[src/rtl/client_sink_if.sv]
// Ejection-port bundle feeding the client sink: one beat per cycle, no backpressure.
interface client_sink_if #(
  parameter int X_W = 2,
  parameter int Y_W = 2,
  parameter int D_W = 512
);
  logic           o_v;
  logic [X_W-1:0] o_x;
  logic [Y_W-1:0] o_y;
  logic [D_W-1:0] o_data;

  modport master (output o_v, output o_x, output o_y, output o_data);
  modport slave  (input  o_v, input  o_x, input  o_y, input  o_data);
endinterface

[src/rtl/client_sink.sv]
// Client sink: counts ejected beats addressed to this node, checks per-source
// sequence continuity, and flags misrouted beats and beats arriving after done.
// Two-stage pipeline: stage 1 registers the beat, stage 2 evaluates it.
module client_sink #(
  parameter int X_W       = 2,
  parameter int Y_W       = 2,
  parameter int X         = 2,
  parameter int Y         = 2,
  parameter int D_W       = 512,
  parameter int N_PACKETS = 128
) (
  input  logic               clk,
  input  logic               rst,
  client_sink_if.slave       ej,
  output logic [31:0]        rx_count,
  output logic               err_dest,
  output logic               err_seq,
  output logic               err_extra,
  output logic [X_W+Y_W-1:0] err_src,
  output logic               done
);
  localparam int             SRC_W = X_W + Y_W;
  localparam int             NSRC  = 1 << SRC_W;
  localparam int             PAY_W = 16 + SRC_W;
  localparam logic [X_W-1:0] OWN_X = X_W'(X);
  localparam logic [Y_W-1:0] OWN_Y = Y_W'(Y);
  localparam logic [31:0]    LAST  = 32'(N_PACKETS - 1);

  typedef struct packed {
    logic             v;
    logic [X_W-1:0]   x;
    logic [Y_W-1:0]   y;
    logic [SRC_W-1:0] src;
    logic [15:0]      seq;
  } beat_t;

  typedef enum logic {RUN, DONE} state_t;

  beat_t       s1;
  state_t      state;
  logic [15:0] exp_seq [NSRC];

  // Payload bits above the sequence/source header are dropped on purpose.
  logic unused_data;
  assign unused_data = ^ej.o_data;

  // Stage 1: capture the beat header every cycle; reset discards any held beat.
  always_ff @(posedge clk) begin
    if (rst) begin
      s1 <= '0;
    end else begin
      s1.v   <= ej.o_v;
      s1.x   <= ej.o_x;
      s1.y   <= ej.o_y;
      s1.src <= ej.o_data[PAY_W-1:16];
      s1.seq <= ej.o_data[15:0];
    end
  end

  // Stage 2: destination check, counting, done FSM and per-source sequence tracking.
  always_ff @(posedge clk) begin
    if (rst) begin
      state     <= RUN;
      rx_count  <= '0;
      err_dest  <= 1'b0;
      err_seq   <= 1'b0;
      err_extra <= 1'b0;
      err_src   <= '0;
      done      <= 1'b0;
      for (int i = 0; i < NSRC; i++) exp_seq[i] <= '0;
    end else if (s1.v) begin
      if (s1.x != OWN_X || s1.y != OWN_Y) begin
        // Misrouted beat: flag only, leave count and sequence state untouched.
        err_dest <= 1'b1;
      end else begin
        if (rx_count != '1) rx_count <= rx_count + 32'd1;
        case (state)
          RUN: begin
            if (rx_count == LAST) begin
              done  <= 1'b1;
              state <= DONE;
            end
          end
          DONE: err_extra <= 1'b1;
          default: state <= RUN;
        endcase
        // A gap or repeat is reported, then tracking resyncs to the received number.
        if (s1.seq != exp_seq[s1.src]) begin
          err_seq <= 1'b1;
          err_src <= s1.src;
        end
        exp_seq[s1.src] <= s1.seq + 16'd1;
      end
    end
  end
endmodule

[src/flat_wrapper.sv]
// flat-port wrapper written by rule: the top's interface ports become plain ports
module client_sink_flat 
#(
  parameter int X_W       = 2,
  parameter int Y_W       = 2,
  parameter int X         = 2,
  parameter int Y         = 2,
  parameter int D_W       = 512,
  parameter int N_PACKETS = 128
)
  (clk, rst, rx_count, err_dest, err_seq, err_extra, err_src, done, ej_o_v, ej_o_x, ej_o_y, ej_o_data);
  client_sink_if #(.X_W(X_W), .Y_W(Y_W), .D_W(D_W)) ej_i ();
  input  logic clk;
  input  logic rst;
  output logic [31:0] rx_count;
  output logic err_dest;
  output logic err_seq;
  output logic err_extra;
  output logic [X_W+Y_W-1:0] err_src;
  output logic done;
  input wire logic [$bits(ej_i.o_v)-1:0] ej_o_v;
  input wire logic [$bits(ej_i.o_x)-1:0] ej_o_x;
  input wire logic [$bits(ej_i.o_y)-1:0] ej_o_y;
  input wire logic [$bits(ej_i.o_data)-1:0] ej_o_data;
  assign ej_i.o_v = ej_o_v;
  assign ej_i.o_x = ej_o_x;
  assign ej_i.o_y = ej_o_y;
  assign ej_i.o_data = ej_o_data;
  client_sink #(.X_W(X_W), .Y_W(Y_W), .X(X), .Y(Y), .D_W(D_W), .N_PACKETS(N_PACKETS)) u_core (.clk(clk), .rst(rst), .ej(ej_i), .rx_count(rx_count), .err_dest(err_dest), .err_seq(err_seq), .err_extra(err_extra), .err_src(err_src), .done(done));
endmodule
[config.mk]
export PLATFORM = sky130hd
export DESIGN_NAME = client_sink_flat
export DESIGN_NICKNAME = d
export VERILOG_FILES = /design/src/rtl/client_sink_if.sv /design/src/rtl/client_sink.sv /design/src/flat_wrapper.sv
export SDC_FILE = /design/constraint.sdc
export NUM_CORES = 1
export LEC_CHECK = 0
export BUFFER_PORTS_ARGS = -buffer_cell sky130_fd_sc_hd__buf_2
export CAP_MARGIN = 10
export CORE_AREA = 8 8 211 213
export CTS_BUF_LIST = sky130_fd_sc_hd__clkbuf_16
export DETAILED_ROUTE_END_ITERATION = 6
export DIE_AREA = 0 0 219 221
export PLACE_DENSITY = 0.61
export SKIP_LAST_GASP = 1
export SLEW_MARGIN = 20
export SYNTH_ARGS = -nofsm -noshare
export SYNTH_HDL_FRONTEND = slang
export SYNTH_SLANG_ARGS = --single-unit
export TNS_END_PERCENT = 5
[constraint.sdc]
create_clock -name clk -period 7.75 [get_ports clk]
set_clock_uncertainty 0.2 [all_clocks]
set_input_delay 0.775 -clock clk [delete_from_list [all_inputs] [get_ports clk]]
set_output_delay 0.775 -clock clk [all_outputs]
set_load 0.02 [all_outputs]
==> summary.md <==
| Metric | Value |
|---|---|
| Status | completed |
| Yosys warnings | 0 |
| Drt drc | 0 |
| Syn_area_per_cell | 12.8 sq um |
| Post-synth top flop | edfxtp_1 |
| Synth-to-Final Area Change | 13.9% |
| Share of cells above drive strength 1 | 17.5% |
| Post-Route WL | 36400 um |
| Final global-route overflow total | 0 |
| Root Buffer | clkbuf_16 |
| Commonest non-fill, non-tap cell in the layout | nor2_1 |
| RSZ-0062 raised after global routing | false |
| CP max FO | 39 |
| Critical path endpoint category | flip-flop |
| Critical Path RT | 7.91 ns |
| Final HPWL DP | 23400 um |
| Final worst path period share | 57.4% |
| Psw | 0.830 mW |
| ANT nets after route | 0 |
| Die Height | 221 um |
| First-pass GRT wire length | 55100 um |
| Clock sink count | 322 |
| Initial DRC Count | 764 |
| ANT cells | 0 |
| WS Path Type | reg -> reg |
| Post_cts resized | 0 |
| Min-delay worst type | in -> reg |
| Total core area | 41300 sq um |
| Cts hold-fix bufs | 0 |
| Vias per Instance | 5.18 |
| Final Non-Filler Cells | 1738 |
| Internal | 2.90 mW |
| # Post-CTS Setup Buffers | 0 |
| # IOs | 559 |
| Layout Utilization | 39.3% |
| CP startpoint kind | flip-flop |
| First-pass DRT Iterations | 6 |
| Longest Clk Path Bufs | 3 |
| #FFs+latches synth | 322 |
| Most frequent cells in the layout | nor2_1 (313), edfxtp_1 (256), buf_2 (66), dfxtp_1 (64), mux4_2 (52) |
| Antenna violations before repair | 0 |
| Crit path largest cell delay | 0.84 ns |
| Post-Syn Area | 14300 sq um |
| FMAX | 225 MHz |
| CP max-delay cell | dfxtp_4 |
| Final Max Slew Viols | 0 |
| Overall fraction of global-route tracks in use | 14.7% |
| FFs w/ async S/R, synth | 0% |
| Hold violation total from the final report | 0 |
| # H-tree levels | 2 |
| Max-Slew Margin vs Limit | 25.6% |
| DP Cell Count | 1679 |
| Net Sw Frac | 22.2% |
| Worst EP arrival | 4.61 ns |
| Bufs and invs on worst path | 1 |
| CP Cell Sequence | buf_4 > mux4_2 > nor2_1 > a2111oi_0 > o21ai_0 > a2111oi_4 > and2_1 > nor3b_1 > nor3_1 |
| Reg clk slew, reported paths | 0.06 ns |
| Vias after detailed routing | 9007 |
| # rows | 75 |
| Register area share after synthesis | 63.2% |
| Routability cong. | 0.915 |
| Setup-failing EPs final | 0 |
| PD cells | 230 nW/um^2 |
| Max_cap viols | 0 |
| Port Buf Inserts | 66 |
| Setup_tns | 0 ns |
| Library cells used by synthesis | 59 |
| Largest net degree at the start of global routing | 81 |
| TritonCTS Buffers | 34 |
| Worst skew pair latency | 0.51 ns |
| Fin crit period | 4.45 ns |
| Layout Nets | 1697 |
| Power Total | 3.73 mW |
| Slew @ Worst Pin | 1.11 ns |
| Syn Nets | 1633 |
| Leading area contributor after synthesis | edfxtp_1 |
| Leak | 5.84 nW |
| Starting Density | 34.5% |
| Routed len/inst | 21.0 um |
| VDD IR max | 166 uV |
| CTS tree | done |
| Reg power frac | 51.7% |
| Crit-path leading delay family | compound AO/OA/AOI/OAI gates |
| Top cells by area, synth | edfxtp_1 (54%), dfxtp_1 (9.3%), nor2_1 (8.2%), mux4_2 (8.2%), mux2i_1 (2.3%) |
| DIE AREA | 48400 sq um |
| Post-synth top area share | 53.9% |
| Clock Power Share | 42.2% |
| Vias in the first global route | 9076 |
| Power share of the combinational group | 6.1% |
| Post-synth EDFFs | 256 |
| Die Width | 219 um |
| Synth Instances | 1112 |
layer usage:
metal | vias up | wire length, um | track usage, %
li1 | 4142 | - | -
met1 | 4497 | 15500 | 19.9
met2 | 310 | 17500 | 23.8
met3 | 58 | 2520 | 2.77
met4 | 0 | 937 | 4.35
met5 | - | 0 | 0
metrics by stage:
stage | hold WS, ns | cell area (sq um) | worst slack, ns
after floorplan | 0.263 | 14300 | 4.81
after global placement | 0.272 | 15100 | 3.33
after detailed placement | 0.268 | 15200 | 3.27
after CTS | 0.246 | 16200 | 3.26
after global routing | 0.267 | 16200 | 2.87
final | 0.270 | 16200 | 3.30
flip-flops by register name, summed over array words and instances (netlist names):
name and count:
u_core.err_extra 1, u_core.done 1, u_core.err_seq 1, u_core.err_dest 1, u_core.err_src 4, u_core.state 1, u_core.exp_seq 256, u_core.rx_count 32
u_core.s1 25
worst register-to-register path, cell delays in order (launching register included):
cell       delay (ns)
dfxtp_4          0.84
buf_4            0.59
mux4_2           0.35
nor2_1           0.08
a2111oi_0        0.83
o21ai_0          0.31
a2111oi_4        0.54
and2_1           0.30
nor3b_1          0.21
nor3_1           0.07
Yosys cell counts, types with 2 or more instances:
cell,instances
a2111oi_0,3
a2111oi_2,2
a2111oi_4,3
a211o_1,4
a211oi_1,2
a21oi_1,13
a221oi_1,3
a221oi_2,2
a22o_1,5
a22oi_1,6
and2_1,4
and3_1,9
and4_1,5
buf_12,2
buf_2,11
buf_4,5
buf_6,4
clkbuf_1,47
dfxtp_1,66
edfxtp_1,256
ha_1,2
inv_1,5
mux2i_1,33
mux4_1,2
mux4_2,52
nand2_1,44
nand2b_1,18
nand3_1,28
nand3b_1,3
nand4_1,9
nor2_1,313
nor2b_1,37
nor3_1,9
nor3b_1,4
nor4_1,8
o21ai_0,10
o22ai_1,6
or3_1,9
xnor2_1,15
xor2_1,34
path summary, 6_finish.rpt:
check	start	end	slack, ns	depth (start not counted)
max	u_core.s1[17]	u_core.err_seq	3.30	9
min	ej_o_data[10]	u_core.s1[10]	0.27	2
max reg2reg	u_core.s1[17]	u_core.err_seq	3.30	9
min reg2reg	u_core.err_dest	u_core.err_dest	0.28	2
cell type report:
class | count | area [sq um]
Clock buffer | 37 | 926
Clock inverter | 22 | 146
Fill cell | 3942 | 25100
Inverter | 6 | 22.5
Multi-Input combinational cell | 713 | 4870
Sequential cell | 322 | 9020
Tap cell | 539 | 674
Timing Repair Buffer | 99 | 578
power groups by stage:
stage                     clock network, mW  logic, mW  registers [mW]
after global routing                   1.66      0.244            1.93
after floorplan                           0      0.166            1.95
after detailed placement                  0      0.230            1.97
final                                  1.58      0.229            1.93
after CTS                              1.60      0.231            1.93
after global placement                    0      0.229            1.97
kinds of logic after synthesis:
group,count (synthesis),share of synthesized area [%]
and+or+nand+nor,507,16.0
DFF,322,63.2
muxes,88,11.0
buffers and inverters,77,2.77
AOI/OAI and AO/OA,67,3.86
xor gates and xnor gates,49,3.01
adders and majority gates,2,0.176
Note: power is estimated with default switching activity, not from simulation.
